--- src/rtl/id_ex_hazard_stage_if.sv ---
// ID/EX stage bus: decoded ID-side operands/control in, registered EX-side fields and hazard controls out.
// Ports: master drives ID-stage fields, MEM-stage load info and Flush; slave (the stage) returns EX fields and PC/IF-ID gating.
// DW/CNTW must match the parameters of the id_ex_hazard_stage instance that uses it.
interface id_ex_hazard_stage_if #(
    parameter int DW   = 32,
    parameter int CNTW = 16
);
    // ID-stage inputs
    logic [4:0]      rs_ID, rt_ID, rd_ID;
    logic            UsesRt_ID, Branch_ID;
    logic            RegWrite_ID, MemRead_ID, MemWrite_ID, MemToReg_ID, ALUSrc_ID, RegDst_ID;
    logic [3:0]      ALUOp_ID;
    logic [DW-1:0]   ReadData1_ID, ReadData2_ID, Imm_ID;
    logic            MemRead_EX_MEM;
    logic [4:0]      rd_EX_MEM;
    logic            Flush;
    // EX-stage outputs
    logic [4:0]      rs_EX, rt_EX, rd_EX, WriteReg_EX;
    logic            RegWrite_EX, MemRead_EX, MemWrite_EX, MemToReg_EX, ALUSrc_EX;
    logic [3:0]      ALUOp_EX;
    logic [DW-1:0]   ReadData1_EX, ReadData2_EX, Imm_EX;
    logic            PCWrite, IFIDWrite, Stall;
    logic [CNTW-1:0] StallCount;

    modport master (
        output rs_ID, rt_ID, rd_ID, UsesRt_ID, Branch_ID,
               RegWrite_ID, MemRead_ID, MemWrite_ID, MemToReg_ID, ALUSrc_ID, RegDst_ID,
               ALUOp_ID, ReadData1_ID, ReadData2_ID, Imm_ID, MemRead_EX_MEM, rd_EX_MEM, Flush,
        input  rs_EX, rt_EX, rd_EX, WriteReg_EX,
               RegWrite_EX, MemRead_EX, MemWrite_EX, MemToReg_EX, ALUSrc_EX,
               ALUOp_EX, ReadData1_EX, ReadData2_EX, Imm_EX, PCWrite, IFIDWrite, Stall, StallCount
    );

    modport slave (
        input  rs_ID, rt_ID, rd_ID, UsesRt_ID, Branch_ID,
               RegWrite_ID, MemRead_ID, MemWrite_ID, MemToReg_ID, ALUSrc_ID, RegDst_ID,
               ALUOp_ID, ReadData1_ID, ReadData2_ID, Imm_ID, MemRead_EX_MEM, rd_EX_MEM, Flush,
        output rs_EX, rt_EX, rd_EX, WriteReg_EX,
               RegWrite_EX, MemRead_EX, MemWrite_EX, MemToReg_EX, ALUSrc_EX,
               ALUOp_EX, ReadData1_EX, ReadData2_EX, Imm_EX, PCWrite, IFIDWrite, Stall, StallCount
    );
endinterface

--- src/rtl/id_ex_hazard_stage.sv ---
// ID/EX pipeline register with load-use / branch hazard control and a saturating stall counter.
// Latency: ID fields appear on EX outputs one edge after capture; Stall/PCWrite/IFIDWrite are combinational.
// Backpressure: Stall holds PC and IF/ID (PCWrite=IFIDWrite=0) and loads a bubble; Flush overrides everything.
// Ports: Clk, Reset (sync, active-high) plus the slave side of id_ex_hazard_stage_if.
module id_ex_hazard_stage #(
    parameter int DW   = 32,
    parameter int CNTW = 16
) (
    input  logic                  Clk,
    input  logic                  Reset,
    id_ex_hazard_stage_if.slave   bus
);
    typedef struct packed {
        logic [4:0]    rs;
        logic [4:0]    rt;
        logic [4:0]    rd;
        logic          reg_write;
        logic          mem_read;
        logic          mem_write;
        logic          mem_to_reg;
        logic          alu_src;
        logic          reg_dst;
        logic [3:0]    alu_op;
        logic [DW-1:0] rd1;
        logic [DW-1:0] rd2;
        logic [DW-1:0] imm;
    } idex_t;

    typedef enum logic {RUN, HOLD} state_t;

    state_t          state_q, state_d;
    idex_t           idex_q, idex_d;
    logic [CNTW-1:0] cnt_q, cnt_d;
    logic [4:0]      write_reg_ex;
    logic            lu, b1, bm, b2;
    logic            stall;

    // $0 never matches, so it can never create a hazard.
    function automatic logic reg_match(input logic [4:0] r, input logic [4:0] rs,
                                       input logic [4:0] rt, input logic uses_rt);
        return (r != 5'd0) && ((r == rs) || (uses_rt && (r == rt)));
    endfunction

    assign write_reg_ex = idex_q.reg_dst ? idex_q.rd : idex_q.rt;

    always_comb begin
        lu = 1'b0;
        b1 = 1'b0;
        bm = 1'b0;
        b2 = 1'b0;
        if (state_q == RUN) begin
            lu = idex_q.mem_read &&
                 reg_match(write_reg_ex, bus.rs_ID, bus.rt_ID, bus.UsesRt_ID);
            b1 = bus.Branch_ID && idex_q.reg_write && !idex_q.mem_read &&
                 reg_match(write_reg_ex, bus.rs_ID, bus.rt_ID, bus.UsesRt_ID);
            bm = bus.Branch_ID && bus.MemRead_EX_MEM &&
                 reg_match(bus.rd_EX_MEM, bus.rs_ID, bus.rt_ID, bus.UsesRt_ID);
            b2 = bus.Branch_ID && idex_q.mem_read &&
                 reg_match(write_reg_ex, bus.rs_ID, bus.rt_ID, bus.UsesRt_ID);
        end
    end

    always_comb begin
        state_d = RUN;
        stall   = 1'b0;
        if (bus.Flush) begin
            stall   = 1'b0;
            state_d = RUN;
        end else if (state_q == HOLD) begin
            // Second bubble of a branch-after-load: no re-evaluation.
            stall   = 1'b1;
            state_d = RUN;
        end else if (b2) begin
            stall   = 1'b1;
            state_d = HOLD;
        end else if (lu || b1 || bm) begin
            stall   = 1'b1;
            state_d = RUN;
        end

        idex_d.rs         = bus.rs_ID;
        idex_d.rt         = bus.rt_ID;
        idex_d.rd         = bus.rd_ID;
        idex_d.reg_write  = bus.RegWrite_ID;
        idex_d.mem_read   = bus.MemRead_ID;
        idex_d.mem_write  = bus.MemWrite_ID;
        idex_d.mem_to_reg = bus.MemToReg_ID;
        idex_d.alu_src    = bus.ALUSrc_ID;
        idex_d.reg_dst    = bus.RegDst_ID;
        idex_d.alu_op     = bus.ALUOp_ID;
        idex_d.rd1        = bus.ReadData1_ID;
        idex_d.rd2        = bus.ReadData2_ID;
        idex_d.imm        = bus.Imm_ID;
        // Bubbles clear register fields too, so forwarding sees $0.
        if (bus.Flush || stall) begin
            idex_d = '0;
        end

        cnt_d = cnt_q;
        if (stall && (cnt_q != {CNTW{1'b1}})) begin
            cnt_d = cnt_q + {{(CNTW-1){1'b0}}, 1'b1};
        end
    end

    always_ff @(posedge Clk) begin
        if (Reset) begin
            state_q <= RUN;
            idex_q  <= '0;
            cnt_q   <= '0;
        end else begin
            state_q <= state_d;
            idex_q  <= idex_d;
            cnt_q   <= cnt_d;
        end
    end

    // The reset cycle always reports a free-running pipe.
    assign bus.Stall        = stall && !Reset;
    assign bus.PCWrite      = !bus.Stall;
    assign bus.IFIDWrite    = !bus.Stall;
    assign bus.StallCount   = cnt_q;
    assign bus.WriteReg_EX  = write_reg_ex;
    assign bus.rs_EX        = idex_q.rs;
    assign bus.rt_EX        = idex_q.rt;
    assign bus.rd_EX        = idex_q.rd;
    assign bus.RegWrite_EX  = idex_q.reg_write;
    assign bus.MemRead_EX   = idex_q.mem_read;
    assign bus.MemWrite_EX  = idex_q.mem_write;
    assign bus.MemToReg_EX  = idex_q.mem_to_reg;
    assign bus.ALUSrc_EX    = idex_q.alu_src;
    assign bus.ALUOp_EX     = idex_q.alu_op;
    assign bus.ReadData1_EX = idex_q.rd1;
    assign bus.ReadData2_EX = idex_q.rd2;
    assign bus.Imm_EX       = idex_q.imm;
endmodule
--- src/flat_wrapper.sv ---
// flat-port wrapper written by rule: the top's interface ports become plain ports
module id_ex_hazard_stage_flat 
#(
    parameter int DW   = 32,
    parameter int CNTW = 16
)
  (Clk, Reset, bus_rs_ID, bus_rt_ID, bus_rd_ID, bus_UsesRt_ID, bus_Branch_ID, bus_RegWrite_ID, bus_MemRead_ID, bus_MemWrite_ID, bus_MemToReg_ID, bus_ALUSrc_ID, bus_RegDst_ID, bus_ALUOp_ID, bus_ReadData1_ID, bus_ReadData2_ID, bus_Imm_ID, bus_MemRead_EX_MEM, bus_rd_EX_MEM, bus_Flush, bus_rs_EX, bus_rt_EX, bus_rd_EX, bus_WriteReg_EX, bus_RegWrite_EX, bus_MemRead_EX, bus_MemWrite_EX, bus_MemToReg_EX, bus_ALUSrc_EX, bus_ALUOp_EX, bus_ReadData1_EX, bus_ReadData2_EX, bus_Imm_EX, bus_PCWrite, bus_IFIDWrite, bus_Stall, bus_StallCount);
  id_ex_hazard_stage_if #(.DW(DW), .CNTW(CNTW)) bus_i ();
  input  logic Clk;
  input  logic Reset;
  input wire logic [$bits(bus_i.rs_ID)-1:0] bus_rs_ID;
  input wire logic [$bits(bus_i.rt_ID)-1:0] bus_rt_ID;
  input wire logic [$bits(bus_i.rd_ID)-1:0] bus_rd_ID;
  input wire logic [$bits(bus_i.UsesRt_ID)-1:0] bus_UsesRt_ID;
  input wire logic [$bits(bus_i.Branch_ID)-1:0] bus_Branch_ID;
  input wire logic [$bits(bus_i.RegWrite_ID)-1:0] bus_RegWrite_ID;
  input wire logic [$bits(bus_i.MemRead_ID)-1:0] bus_MemRead_ID;
  input wire logic [$bits(bus_i.MemWrite_ID)-1:0] bus_MemWrite_ID;
  input wire logic [$bits(bus_i.MemToReg_ID)-1:0] bus_MemToReg_ID;
  input wire logic [$bits(bus_i.ALUSrc_ID)-1:0] bus_ALUSrc_ID;
  input wire logic [$bits(bus_i.RegDst_ID)-1:0] bus_RegDst_ID;
  input wire logic [$bits(bus_i.ALUOp_ID)-1:0] bus_ALUOp_ID;
  input wire logic [$bits(bus_i.ReadData1_ID)-1:0] bus_ReadData1_ID;
  input wire logic [$bits(bus_i.ReadData2_ID)-1:0] bus_ReadData2_ID;
  input wire logic [$bits(bus_i.Imm_ID)-1:0] bus_Imm_ID;
  input wire logic [$bits(bus_i.MemRead_EX_MEM)-1:0] bus_MemRead_EX_MEM;
  input wire logic [$bits(bus_i.rd_EX_MEM)-1:0] bus_rd_EX_MEM;
  input wire logic [$bits(bus_i.Flush)-1:0] bus_Flush;
  output wire logic [$bits(bus_i.rs_EX)-1:0] bus_rs_EX;
  output wire logic [$bits(bus_i.rt_EX)-1:0] bus_rt_EX;
  output wire logic [$bits(bus_i.rd_EX)-1:0] bus_rd_EX;
  output wire logic [$bits(bus_i.WriteReg_EX)-1:0] bus_WriteReg_EX;
  output wire logic [$bits(bus_i.RegWrite_EX)-1:0] bus_RegWrite_EX;
  output wire logic [$bits(bus_i.MemRead_EX)-1:0] bus_MemRead_EX;
  output wire logic [$bits(bus_i.MemWrite_EX)-1:0] bus_MemWrite_EX;
  output wire logic [$bits(bus_i.MemToReg_EX)-1:0] bus_MemToReg_EX;
  output wire logic [$bits(bus_i.ALUSrc_EX)-1:0] bus_ALUSrc_EX;
  output wire logic [$bits(bus_i.ALUOp_EX)-1:0] bus_ALUOp_EX;
  output wire logic [$bits(bus_i.ReadData1_EX)-1:0] bus_ReadData1_EX;
  output wire logic [$bits(bus_i.ReadData2_EX)-1:0] bus_ReadData2_EX;
  output wire logic [$bits(bus_i.Imm_EX)-1:0] bus_Imm_EX;
  output wire logic [$bits(bus_i.PCWrite)-1:0] bus_PCWrite;
  output wire logic [$bits(bus_i.IFIDWrite)-1:0] bus_IFIDWrite;
  output wire logic [$bits(bus_i.Stall)-1:0] bus_Stall;
  output wire logic [$bits(bus_i.StallCount)-1:0] bus_StallCount;
  assign bus_i.rs_ID = bus_rs_ID;
  assign bus_i.rt_ID = bus_rt_ID;
  assign bus_i.rd_ID = bus_rd_ID;
  assign bus_i.UsesRt_ID = bus_UsesRt_ID;
  assign bus_i.Branch_ID = bus_Branch_ID;
  assign bus_i.RegWrite_ID = bus_RegWrite_ID;
  assign bus_i.MemRead_ID = bus_MemRead_ID;
  assign bus_i.MemWrite_ID = bus_MemWrite_ID;
  assign bus_i.MemToReg_ID = bus_MemToReg_ID;
  assign bus_i.ALUSrc_ID = bus_ALUSrc_ID;
  assign bus_i.RegDst_ID = bus_RegDst_ID;
  assign bus_i.ALUOp_ID = bus_ALUOp_ID;
  assign bus_i.ReadData1_ID = bus_ReadData1_ID;
  assign bus_i.ReadData2_ID = bus_ReadData2_ID;
  assign bus_i.Imm_ID = bus_Imm_ID;
  assign bus_i.MemRead_EX_MEM = bus_MemRead_EX_MEM;
  assign bus_i.rd_EX_MEM = bus_rd_EX_MEM;
  assign bus_i.Flush = bus_Flush;
  assign bus_rs_EX = bus_i.rs_EX;
  assign bus_rt_EX = bus_i.rt_EX;
  assign bus_rd_EX = bus_i.rd_EX;
  assign bus_WriteReg_EX = bus_i.WriteReg_EX;
  assign bus_RegWrite_EX = bus_i.RegWrite_EX;
  assign bus_MemRead_EX = bus_i.MemRead_EX;
  assign bus_MemWrite_EX = bus_i.MemWrite_EX;
  assign bus_MemToReg_EX = bus_i.MemToReg_EX;
  assign bus_ALUSrc_EX = bus_i.ALUSrc_EX;
  assign bus_ALUOp_EX = bus_i.ALUOp_EX;
  assign bus_ReadData1_EX = bus_i.ReadData1_EX;
  assign bus_ReadData2_EX = bus_i.ReadData2_EX;
  assign bus_Imm_EX = bus_i.Imm_EX;
  assign bus_PCWrite = bus_i.PCWrite;
  assign bus_IFIDWrite = bus_i.IFIDWrite;
  assign bus_Stall = bus_i.Stall;
  assign bus_StallCount = bus_i.StallCount;
  id_ex_hazard_stage #(.DW(DW), .CNTW(CNTW)) u_core (.Clk(Clk), .Reset(Reset), .bus(bus_i));
endmodule
--- config.mk ---
export PLATFORM = sky130hd
export DESIGN_NAME = id_ex_hazard_stage_flat
export DESIGN_NICKNAME = d
export VERILOG_FILES = /design/src/rtl/id_ex_hazard_stage_if.sv /design/src/rtl/id_ex_hazard_stage.sv /design/src/flat_wrapper.sv
export SDC_FILE = /design/constraint.sdc
export NUM_CORES = 1
export LEC_CHECK = 0
export BUFFER_PORTS_ARGS = -buffer_cell sky130_fd_sc_hd__buf_2
export CAP_MARGIN = 5
export CORE_ASPECT_RATIO = 1.5
export CORE_UTILIZATION = 41
export CTS_BUF_LIST = sky130_fd_sc_hd__clkbuf_16
export CTS_CLUSTER_SIZE = 14
export DETAILED_ROUTE_END_ITERATION = 7
export GPL_ROUTABILITY_DRIVEN = 0
export PLACE_DENSITY_LB_ADDON = 0.08
export SLEW_MARGIN = 5
export SYNTH_ARGS = -nofsm -noshare
export SYNTH_HDL_FRONTEND = slang
export SYNTH_SLANG_ARGS = --single-unit
--- constraint.sdc ---
create_clock -name Clk -period 2.3 [get_ports Clk]
set_input_delay 0.345 -clock Clk [delete_from_list [all_inputs] [get_ports Clk]]
set_output_delay 0.345 -clock Clk [all_outputs]
set_load 0.02 [all_outputs]
# Word-level counts from Yosys, hierarchy flattened
# Cells that the tools add are included.
# Widths: inputs -> output; s select.
# totals
reg_bits,138
latchBits,0
mem_bits_rw,0
romBits,0
memories,0
# op_classes
addsub,1
mul,0
n_div,0
order_cmp,0
eq_ne,5
shifts,0
n_mux,10
n_bitwise,0
n_reduce_logical,26
# op_table
cell,count
$eq 5x5->1,4
$add 16x1->16 const B,1
$ne 16x16->1 const B,1
$logic_and 1x1->1,14
$reduce_bool 5->1,2
$mux 1,9
$logic_or 1x1->1,5
$mux 5,1
$logic_not 1->1,3
$reduce_or 3->1,1
$reduce_or 2->1,1

# Logic depth before layout (Yosys ltp)
# depth
word_depth,15
mapped_depth,11

# Worst setup path after synthesis
# Ideal clock, no wire load.
# synth_path
path_kind,reg-to-output
start,register u_core.idex_q[100] in the netlist's numbering
end,output port bus_PCWrite
arrival_ns,2.267
required_ns,1.955
slack_ns,-0.312
path_stages_with_launch,10
path_cell_list,dfxtp_1 -> buf_6 -> mux2_4 -> xor2_1 -> nor4_2 -> nand3_1 -> a21o_1 -> and2_1 -> or3_1 -> buf_4
# synth_via
elab_chain_len,15
elab_cells_between_ends,21
classes_between,2 x eq/ne; 8 x mux; 11 x reduce/logical
# synth_lines
element,line,rtl
from (decl),id_ex_hazard_stage.sv:32,"idex_t idex_q, idex_d;"
from (signal assigned),id_ex_hazard_stage.sv:112,idex_q <= idex_d;
$mux 5 *,id_ex_hazard_stage.sv:44,assign write_reg_ex = idex_q.reg_dst ? idex_q.rd : idex_q.rt;
net bus_WriteReg_EX[3],flat_wrapper.sv:32,output wire logic [$bits(bus_i.WriteReg_EX)-1:0] bus_WriteReg_EX;
$eq 5x5->1,id_ex_hazard_stage.sv:41,return (r != 5'd0) && ((r == rs) || (uses_rt && (r == rt)));
$logic_and 1x1->1,id_ex_hazard_stage.sv:41,
$logic_or 1x1->1,id_ex_hazard_stage.sv:41,
$logic_and 1x1->1 *,id_ex_hazard_stage.sv:41,
"$logic_and 1x1->1, on equally long branches","id_ex_hazard_stage.sv:52, id_ex_hazard_stage.sv:54",
$mux 1,id_ex_hazard_stage.sv:51,if (state_q == RUN) begin
$logic_or 1x1->1 (2 in a row),id_ex_hazard_stage.sv:76,end else if (lu || b1 || bm) begin
$mux 1,id_ex_hazard_stage.sv:76,
$mux 1 *,id_ex_hazard_stage.sv:73,end else if (b2) begin
$mux 1 *,id_ex_hazard_stage.sv:69,end else if (state_q == HOLD) begin
$mux 1 *,id_ex_hazard_stage.sv:66,if (bus.Flush) begin
$logic_and 1x1->1 *,id_ex_hazard_stage.sv:118,assign bus.Stall = stall && !Reset;
$logic_not 1->1 *,-,
to (decl),flat_wrapper.sv:42,output wire logic [$bits(bus_i.PCWrite)-1:0] bus_PCWrite;
# Mark *: on every way through the listed nets, which the timed path passes. The rest lies on a longest branch.

# Final worst setup path
# layout_path
start,register u_core.idex_q[100] in the netlist's numbering
end,output port bus_Stall
# layout_via
elab_chain_len,14
elab_cells_between_ends,20
classes_between,2 x eq/ne; 8 x mux; 10 x reduce/logical
# layout_lines
element,line,rtl
$mux 5 *,id_ex_hazard_stage.sv:44,
$eq 5x5->1,id_ex_hazard_stage.sv:41,
$logic_and 1x1->1,id_ex_hazard_stage.sv:41,
$logic_or 1x1->1,id_ex_hazard_stage.sv:41,
$logic_and 1x1->1 *,id_ex_hazard_stage.sv:41,
"$logic_and 1x1->1, on equally long branches","id_ex_hazard_stage.sv:52, id_ex_hazard_stage.sv:54",
$mux 1,id_ex_hazard_stage.sv:51,
$logic_or 1x1->1 (2 in a row),id_ex_hazard_stage.sv:76,
$mux 1,id_ex_hazard_stage.sv:76,
$mux 1 *,id_ex_hazard_stage.sv:73,
$mux 1 *,id_ex_hazard_stage.sv:69,
$mux 1 *,id_ex_hazard_stage.sv:66,
$logic_and 1x1->1 *,id_ex_hazard_stage.sv:118,
to (decl),flat_wrapper.sv:44,output wire logic [$bits(bus_i.Stall)-1:0] bus_Stall;
# Every way passes the cells marked *; elsewhere a longest branch is shown, timed or not.

==> reports/qor.yml <==
syn_nets: 660
postLayoutCellArea_um2: 7830
synth_area_leaders: "dfxtp_1 (52%), buf_4 (16%), and2_1 (15%)"
drt_wl_total_mm: 13.9
leakage_nw: 3.90
final_cells: 915
syn_to_final_growth_pct: 46.0
root_buffer: "clkbuf_16"
startpoint_type: "flop"
yosysMostFrequentCell: "dfxtp_1"
power.density_nw_per_um2: 764
start_util_pct: 42.4
vdd_drop_max_mv: 0.489
yosys_register_bits: 138
preCtsSetupSlack_ns: -0.385
cts_sinks: 138
grt_max_degree: 23
track_usage_pct: 20.5
vias: 4168
hold_viol: 0
drive_gt1_share_pct: 62.6
yosysTopAreaCellShare_pct: 51.5
yosysSeqAreaShare_pct: 51.5
relSlewSlack_pct: 43.9
path_max_fanout: 5
htreeDepth: 4
cp.arrival_ns: 2.59
required_ns: 1.96
globalRouteMet2Util_pct: 38.0
die_x_um: 95.4
postSynth.asyncResetShare_pct: 0
clk_pin_slew_worst_paths_ns: 0.06
wl_per_cell_um: 15.2
avgSynthCellArea_um2: 10.2
hold_slack_ns: 0.139
rsz0062_at_grt: "yes"
place_hpwl_mm: 9.18
fmaxAchievable_ghz: 0.340
min_period_ns: 2.94
grt_busiest_layer: "met2"
cap_violations: 0
port-buffer-count: 275
dp.cells: 846
drtIter0Drc: 80
cts_tree: "done"
maxSlewViolCount: 0
drc: 0
vias_per_cell: 4.56
setup-tns-final_ns: -70.12
ys_types: 40
first_pass_iters: 4
yosys.area.top_type: "dfxtp_1"
num_antenna_cells: 0
synth_cells: 527
insertion_delay_ns: 0.40
clockBufferDepth: 2
layout_setup_ws_ns: -0.639
status: "complete, but fails checks"
nets: 881
antenna_found_initial: 0
yosys_warnings: 0
violations: "negative setup slack"
met1_usage_pct: 19.9
die_y_um: 142
synth_ff_type: "dfxtp_1"
grt_overflow: 0
holdCritPathClass: "input pin to flop"
end_kind: "output port"
skew_ns: 0.00832
core_um2: 12600
ios: 276
placed_area_um2: 6230
fin_crit_sh_pct: 128
crit_type: "flop to output port"
worst_pin_slew_ns: 0.835
grt_pass1_wl_mm: 20.9
finalSetupViolCount: 140
synth_commonest_cells: "dfxtp_1 (138), and2_1 (126), buf_4 (116)"
gr-usage-met3_pct: 6.20
num_rows: 50
dieArea_um2: 13600
grt_pass1_vias: 4257
syn-cell-area_um2: 5360
synth_enable_flop_cells: 0
ant_nets: 0
cts_buffers: 17
final timing paths:
path	from	to	slack (ns)	cells after the start
hold reg to reg	u_core.bus.StallCount[8]	u_core.bus.StallCount[8]	0.51	2
hold / removal	bus_Imm_ID[2]	u_core.bus.Imm_EX[2]	0.14	2
setup / recovery	u_core.idex_q[100]	bus_Stall	-0.64	11
setup reg to reg	u_core.idex_q[100]	u_core.idex_q[100]	-0.57	16
registers in the layout, indices dropped and copies added, names as in the netlist:
register	cells
u_core.bus.MemWrite_EX	1
u_core.bus.ALUOp_EX	4
u_core.state_q	1
u_core.bus.rt_EX	5
u_core.bus.MemToReg_EX	1
u_core.bus.rs_EX	5
u_core.bus.rd_EX	5
u_core.bus.ReadData1_EX	32
u_core.idex_q	1
u_core.bus.RegWrite_EX	1
u_core.bus.Imm_EX	32
u_core.bus.ALUSrc_EX	1
u_core.bus.StallCount	16
u_core.bus.MemRead_EX	1
u_core.bus.ReadData2_EX	32
layer usage:
layer  vias up  part of all wire (%)
met2       179                    54
met3        32                   7.6
met4         0                   3.4
met1      1929                    35
li1       2028                     -
met5         -                     0
cell type report:
class | instances | area, um2
Inverter | 6 | 22.5
Sequential cell | 138 | 2770
Clock buffer | 17 | 425
Fill cell | 1095 | 4800
Tap cell | 156 | 195
Timing Repair Buffer | 334 | 2270
Clock inverter | 13 | 170
Multi-Input combinational cell | 251 | 1980
metrics by stage:
stage / util [%] / power (mW)
2_1_floorplan: - / 2.93
3_3_place_gp: 49.3 / 3.08
3_5_place_dp: 49.3 / 3.09
4_1_cts: 61.5 / 6.04
5_1_grt: 62.0 / 6.21
6_report: 62.0 / 5.98
worst max-delay path, stage by stage (launching register included):
cell and delay (ns):
dfxtp_4 0.36, buf_6 0.13, buf_6 0.10, mux2i_1 0.10, buf_4 0.16, a311oi_2 0.26
o2111ai_2 0.17, a21o_1 0.22, and2_4 0.16, or3_4 0.36, inv_2 0.07, buf_6 0.10
layout by cell type, fill, tap and decap left out, drive strengths merged, types with 2 or more instances in the layout:
master	n
o21ai	10
a21oi	14
clkbuf	17
and2	126
xor2	11
dfxtp	138
or4	6
nor2b	3
xnor2	9
a211o	4
clkinvlp	3
nor3	3
or3	11
mux2i	5
nor4	3
bufinv	3
nand3	10
nand2b	2
inv	9
nand4	2
nor2	6
nand2	10
mux2	2
o31ai	2
and3	3
buf	334
clkinv	4
repair_timing:
item	CTS	global route
buffers inserted	21	2
gates cloned	16	0
pin swaps	59	4
resized for setup	126	7
hold buffers	0	0
setup endpoints to repair	140	140
where the power goes:
group	leakage (nW)	total [mW]	switching, mW	internal (mW)
Combinational	2.49	0.744	0.339	0.405
Sequential	1.13	2.51	0.0279	2.48
Clock	0.282	2.73	1.03	1.70
logic make-up (layout without fill, tap and decap cells):
logic type	Yosys count	in the layout	share of synthesized area, %
buf+inv	141	370	18.3
fa+ha+maj	1	1	0.233
mux	7	7	1.73
simple gates	186	186	21.0
compound gates	34	37	3.97
xor+xnor	20	20	3.27
flops	138	138	51.5
Note: power is estimated with default switching activity, not from simulation.
